## config.mk

```make
export PLATFORM = sky130hd
export DESIGN_NAME = shift_pipo_reg
export DESIGN_NICKNAME = d
export VERILOG_FILES = /design/src/rtl/shift_pipo_reg.sv
export SDC_FILE = /design/constraint.sdc
export NUM_CORES = 1
export LEC_CHECK = 0
export CORE_MARGIN = 2
export CORE_UTILIZATION = 47
export DETAILED_ROUTE_END_ITERATION = 10
export GPL_TIMING_DRIVEN = 0
export PLACE_DENSITY_LB_ADDON = 0.3
export RECOVER_POWER = 100
export REMOVE_ABC_BUFFERS = 1
export SYNTH_ARGS = -nofsm -noshare
export SYNTH_HDL_FRONTEND = slang
export SYNTH_SLANG_ARGS = --single-unit
```

## constraint.sdc

```tcl
create_clock -name clk -period 2.6 [get_ports clk]
set_input_delay 0.52 -clock clk [delete_from_list [all_inputs] [get_ports clk]]
set_output_delay 0.52 -clock clk [all_outputs]
set_load 0.02 [all_outputs]
```

## src/rtl/shift_pipo_reg.sv

```systemverilog
// Parallel-in/parallel-out shift register for the Booth A/Q operands, with
// manual shifts and a built-in N-step right-shift sequencer.
module shift_pipo_reg #(
    parameter int               WIDTH   = 16,
    parameter int               CNT_W   = $clog2(WIDTH + 1),
    parameter logic [WIDTH-1:0] RST_VAL = {WIDTH{1'b0}}
) (
    input  logic             clk,
    input  logic             rst_n,
    input  logic             clr,
    input  logic             ld,
    input  logic [WIDTH-1:0] in,
    input  logic             sh_en,
    input  logic             sh_dir,
    input  logic             arith,
    input  logic             sin,
    input  logic             go,
    input  logic [CNT_W-1:0] nshift,
    output logic [WIDTH-1:0] data,
    output logic             sout,
    output logic             busy,
    output logic             done,
    output logic [CNT_W-1:0] cnt
);

    localparam logic [1:0] S_IDLE  = 2'd0;
    localparam logic [1:0] S_SHIFT = 2'd1;
    localparam logic [1:0] S_DONE  = 2'd2;

    logic [1:0]       r_state;
    logic [WIDTH-1:0] r_data;
    logic             r_sout;
    logic [CNT_W-1:0] r_cnt;

    logic             w_fill;
    logic [WIDTH-1:0] w_shr_data;
    logic [WIDTH-1:0] w_shl_data;

    function automatic logic [WIDTH-1:0] shift_right(input logic [WIDTH-1:0] d,
                                                     input logic fill);
        return {fill, d[WIDTH-1:1]};
    endfunction

    function automatic logic [WIDTH-1:0] shift_left(input logic [WIDTH-1:0] d,
                                                    input logic fill);
        return {d[WIDTH-2:0], fill};
    endfunction

    // Arithmetic fill replicates the sign bit; otherwise the serial input enters at the MSB.
    assign w_fill     = arith ? r_data[WIDTH-1] : sin;
    assign w_shr_data = shift_right(r_data, w_fill);
    assign w_shl_data = shift_left(r_data, sin);

    always_ff @(posedge clk) begin
        if (!rst_n) begin
            r_state <= S_IDLE;
            r_data  <= RST_VAL;
            r_sout  <= 1'b0;
            r_cnt   <= '0;
        end else if (clr) begin
            r_state <= S_IDLE;
            r_data  <= RST_VAL;
            r_sout  <= 1'b0;
            r_cnt   <= '0;
        end else if (ld) begin
            r_state <= S_IDLE;
            r_data  <= in;
            r_cnt   <= '0;
        end else begin
            case (r_state)
                S_SHIFT: begin
                    r_data <= w_shr_data;
                    r_sout <= r_data[0];
                    r_cnt  <= r_cnt - CNT_W'(1);
                    if (r_cnt == CNT_W'(1)) begin
                        r_state <= S_DONE;
                    end
                end
                S_DONE: begin
                    r_state <= S_IDLE;
                end
                default: begin
                    // A start request takes precedence over a manual shift in the same cycle.
                    if (go) begin
                        if (nshift == '0) begin
                            r_state <= S_DONE;
                            r_cnt   <= '0;
                        end else begin
                            r_state <= S_SHIFT;
                            r_cnt   <= nshift;
                        end
                    end else if (sh_en) begin
                        if (sh_dir) begin
                            r_data <= w_shl_data;
                            r_sout <= r_data[WIDTH-1];
                        end else begin
                            r_data <= w_shr_data;
                            r_sout <= r_data[0];
                        end
                    end
                end
            endcase
        end
    end

    assign data = r_data;
    assign sout = r_sout;
    assign cnt  = r_cnt;
    assign busy = (r_state == S_SHIFT);
    assign done = (r_state == S_DONE);

endmodule
```

After elaboration in Yosys (flattened, before gate mapping)
Cells that the tools add are included.
- add/subtract/negate cells: 1
- equal/unequal tests: 7
- reductions and logical operators: 11
- bitwise gates (word level): 3
- multiplexer cells: 17
- operators by type and width (cell ; count):
    16-bit two-way mux ; 4
    16-bit case mux with 2 select lines ; 1
    5-bit two-way mux ; 2
    5-bit case mux with 2 select lines ; 1
    2-bit two-way mux ; 3
    3-bit nonzero test ; 2
    5-bit by 1-bit equality test with 1-bit output, second input constant ; 1
    5-bit logical NOT ; 1
    5-bit by 1-bit subtractor with 5-bit output, second input constant ; 1
    1-bit two-way mux ; 4
    2-bit by 1-bit != test with 1-bit output, second input constant ; 2
    2-bit case mux with 2 select lines ; 1
    2-bit AND reduction ; 2
    4-bit AND reduction ; 1
    2-bit nonzero test ; 2
    3-bit by 2-bit != test with 1-bit output, second input constant ; 1
    1-bit inverter ; 3
    3-bit AND reduction ; 1
    3-bit OR reduction ; 1
    2-bit by 1-bit equality test with 1-bit output, second input constant ; 1
    2-bit equality test, second input constant ; 1
    2-bit != test, second input constant ; 1
    1-bit case mux with 2 select lines ; 1
    2-bit OR reduction ; 1
- bits in registers: 24
- output and inout port bits: 24
- word-level logic and storage cells: 43
- bits of input ports: 30

Logic depth before layout (Yosys ltp)
- depth in word-level cells: 6
- gate-level depth with buffers: 8

Worst setup path after synthesis
Ideal clock, no wire load.
- kind: register to register
- from: register r_state[1]
- to: register r_data[14], in the netlist data[14]
- required time: 2.483 ns
- cell stages (with the launch flop): 9
- arrival: 1.633 ns
- period minus slack after synthesis: 1.750 ns
- path slack: 0.850 ns
- path through: dfxtp_1 -> inv_1 -> ha_1 -> nand2b_1 -> buf_4 -> buf_6 -> mux2i_1 -> o21ai_0 -> a22o_1
- word-level cells in the longest chain between the ends: 3
- ends and longest elaborated chain (what ; line ; source):
    start: declaration ; 30 ; logic [1:0] r_state;
    start signal: assignment ; 56 ; r_state <= S_IDLE;
    start signal: assignment ; 61 ; r_state <= S_IDLE;
    start signal: assignment ; 66 ; r_state <= S_IDLE;
    2-bit by 1-bit equality test with 1-bit output * ; n/a ;
    via busy ; 21 ; output logic busy,
    3-bit by 2-bit != test with 1-bit output (no source line), or another cell as far along ; n/a ;
    3-bit AND reduction (no source line) or 16-bit two-way mux (tied branches) ; n/a ;
    end signal: assignment ; 67 ; r_data <= in;
    end signal: assignment ; 72 ; r_data <= w_shr_data;
    end signal: assignment ; 94 ; r_data <= w_shl_data;
    end: declaration ; 31 ; logic [WIDTH-1:0] r_data;
Mark *: on every way through the listed nets, which the timed path passes. The rest lies on a longest branch.
A chain may end at the register's enable or synchronous reset.

Final worst setup path
- from: register r_state[1]
- to: output port busy
- word-level cells in the longest chain between the ends: 1
- ends and longest elaborated chain (what ; line ; source):
    2-bit by 1-bit equality test with 1-bit output ; 109 ; assign busy = (r_state == S_SHIFT);
    end: declaration ; 21 ;
No other way between the ends.

==> run metrics <==
FILL cells=245; DP Area=1940 µm²; Initial Util=0.480; first drt pass iteration count=4; synthesized flop and latch total=24; area leader, netlist=dfxtp_1; Post-Syn Area=1430 µm²; ANT cells=0; reg2reg start=r_state[1]; CTS Hold Buffers Added=0; Worst EP arrival=1.82 ns; Routed Antenna Nets=0; largest net degree at the start of global routing=36; worst IR drop on VDD=0.000204 V; num rows=20; Synthesis Warnings=0; core region area=2980 µm²; worst r2r path cells=6; Design Power=0.840 mW; RD Place Congestion=0.879; vias in the first global route=1351; Die Width=59.2 µm; critical path, cell by cell=inv_1 > ha_1 > dlygate4sd3_1; Static Leak=0.853 nW; later-pin clock latency in the skew report=0.32 ns; Max Root-Sink Buffers=2; Mapped Cells=163; post-synth top area share=0.336; RSZ-0062 raised after global routing=no; Die H=59.2 µm; CTS tree=yes; Setup WS pre-CTS=-0.179 ns; maxcap violations=0; Slew HR=0.287; setup ws final=0.262 ns; Iteration-0 DRC Markers=68; I/O Buffers=53; number of cells after detailed placement=239; # DRC=0; Synth cell types=33; pwr/cell area=423 nW/µm²; die area=3500 µm²; Worst Setup EP=busy; CTS sink cnt=24; Hold WS=0.513 ns; CP Max Fanout=9; non-filler cells, final=243; CP Launch Point=r_state[1]; Layout Nets=246; CTS buffer count=3; Worst setup SP type=register; flop2flop setup slack=0.27 ns; Detailed Place HPWL=2.58 mm; sequential standard cell area=480 µm²; multi-input logic area=858 µm²; worst reg2reg endpoint=data[3]; Max Slew Vio Count=0; H-Tree Depth=1; initial antenna violation count=0; DRT Wirelength=3.50 mm; Tcrit/Tclk final=0.899; CTS resizes=0; I/O Pins=54; gr usage total=0.220; first-pass GRT wire length=5.98 mm; Slew @ Worst Pin=1.07 ns; crit-path max cell delay=0.72 ns; design area=1990 µm²; top cells by area, synth=dfxtp_1 34%, mux2i_1 13%, a22o_1 9.8%; WL/cell=14.4 µm; Clock Pin Slew Worst Setup and Hold Paths=0.14 ns; Setup CP Type=register to output pin; Required @ worst endpoint=2.08 ns; DR vias/cell=5.57; # setup viols final=0; Crit-path slowest cell=dlygate4sd3_1; post-route core utilization=0.667; Vias=1353; clock skew=0.00358 ns; final period demand of the worst path=2.34 ns; CP endpoint kind=output pin; gr ovfl total=0; sequential area share after synthesis=0.336; root buffer cell=clkbuf_4; worst min path class=register to register; Max Freq=428 MHz; final hold violations=0; Syn Area/Cell=8.77 µm²; Area Growth Syn to Fin=38.8%; layout cells sized above 1=0.0667; post-route setup TNS=0 ns; status=finished, final reports clean; # Post-CTS Setup Buffers=0
## synth_stat cells (all sizes together)
cell / number
nor2b: 2
nor3: 3
clkbuf: 3
buf: 7
a22o: 16
nand2b: 3
o2bb2ai: 1
or3: 2
mux2: 1
nor2: 11
a211oi: 3
a221oi: 1
dfxtp: 24
mux2i: 19
and2: 1
nand2: 18
or2: 2
inv: 6
o21ai: 22
nor4: 1
o21ba: 1
a2111oi: 1
a21oi: 8
o31a: 1
ha: 5
or4b: 1
## cell type report
type	count	share of cell area
clock buffer	3	0.0113
clock inverter	1	0.0151
inverter	6	0.0113
multi-input combinational	123	0.432
sequential	24	0.242
tap	33	0.0208
timing repair buffer	53	0.267
## power by group
group / internal [mW] / switching [mW] / total [mW]
logic: 0.0931 / 0.0836 / 0.177
registers: 0.379 / 0.0112 / 0.390
clock network: 0.156 / 0.118 / 0.274
total: 0.627 / 0.213 / 0.840
## flip-flops by register name, indices dropped and copies added, names as in the netlist
signal and flops:
cnt 5, sout 1, data 16, r_state 2
## placed cells by master, fill, tap and decap left out
master,Yosys,layout
clkdlybuf4s50_1,0,28
o21ba_2,1,1
a211oi_1,2,3
a22o_1,16,16
a21oi_4,1,1
mux2_2,1,1
mux2i_1,19,19
or3_2,1,1
nor2_4,1,1
or3_1,1,1
nor3_1,3,3
dfxtp_1,24,24
nand2_1,18,18
o31a_1,1,1
o21ai_0,22,22
ha_1,5,5
nor4_1,1,1
bufinv_16,0,1
a2111oi_2,1,1
and2_1,1,1
clkbuf_4,0,3
o2bb2ai_1,1,1
a221oi_1,1,1
or2_2,2,2
inv_1,6,6
a21oi_1,6,6
nor2b_1,2,2
nand2b_1,3,3
or4b_4,1,1
nor2_1,10,10
a21oi_2,1,1
dlygate4sd3_1,0,25
## metal layers
layer | up-vias | track usage | share of wire
met4 | 0 | 0.0844 | 0.0092
met5 | - | 0 | 0
met2 | 40 | 0.370 | 0.49
met1 | 626 | 0.279 | 0.45
li1 | 683 | - | -
met3 | 4 | 0.0393 | 0.046
## how the worst min path moves through the flow
stage,start,end,depth (start not counted)
after global placement,sout,sout,2
after detailed placement,sout,sout,2
after global routing,cnt[1],cnt[1],2
after floorplan,r_state[0],r_state[0],2
after CTS,sout,sout,2
final,sout,sout,2
## critical path, delay by kind of cell (launching register included)
kind	cells	cell delay, ns
adder cells (fa/ha/maj)	1	0.34
buffers and inverters	2	0.81
flip-flops	1	0.36
## kinds of logic after synthesis
group / after synthesis / synth area share
AO/OA/AOI/OAI: 54 / 0.269
AND/OR/NAND/NOR: 44 / 0.150
flip-flops: 24 / 0.336
multiplexers: 20 / 0.141
buffers and inverters: 16 / 0.0604
adder cells (fa/ha/maj): 5 / 0.0437
Power figures use the tool's default switching activity.
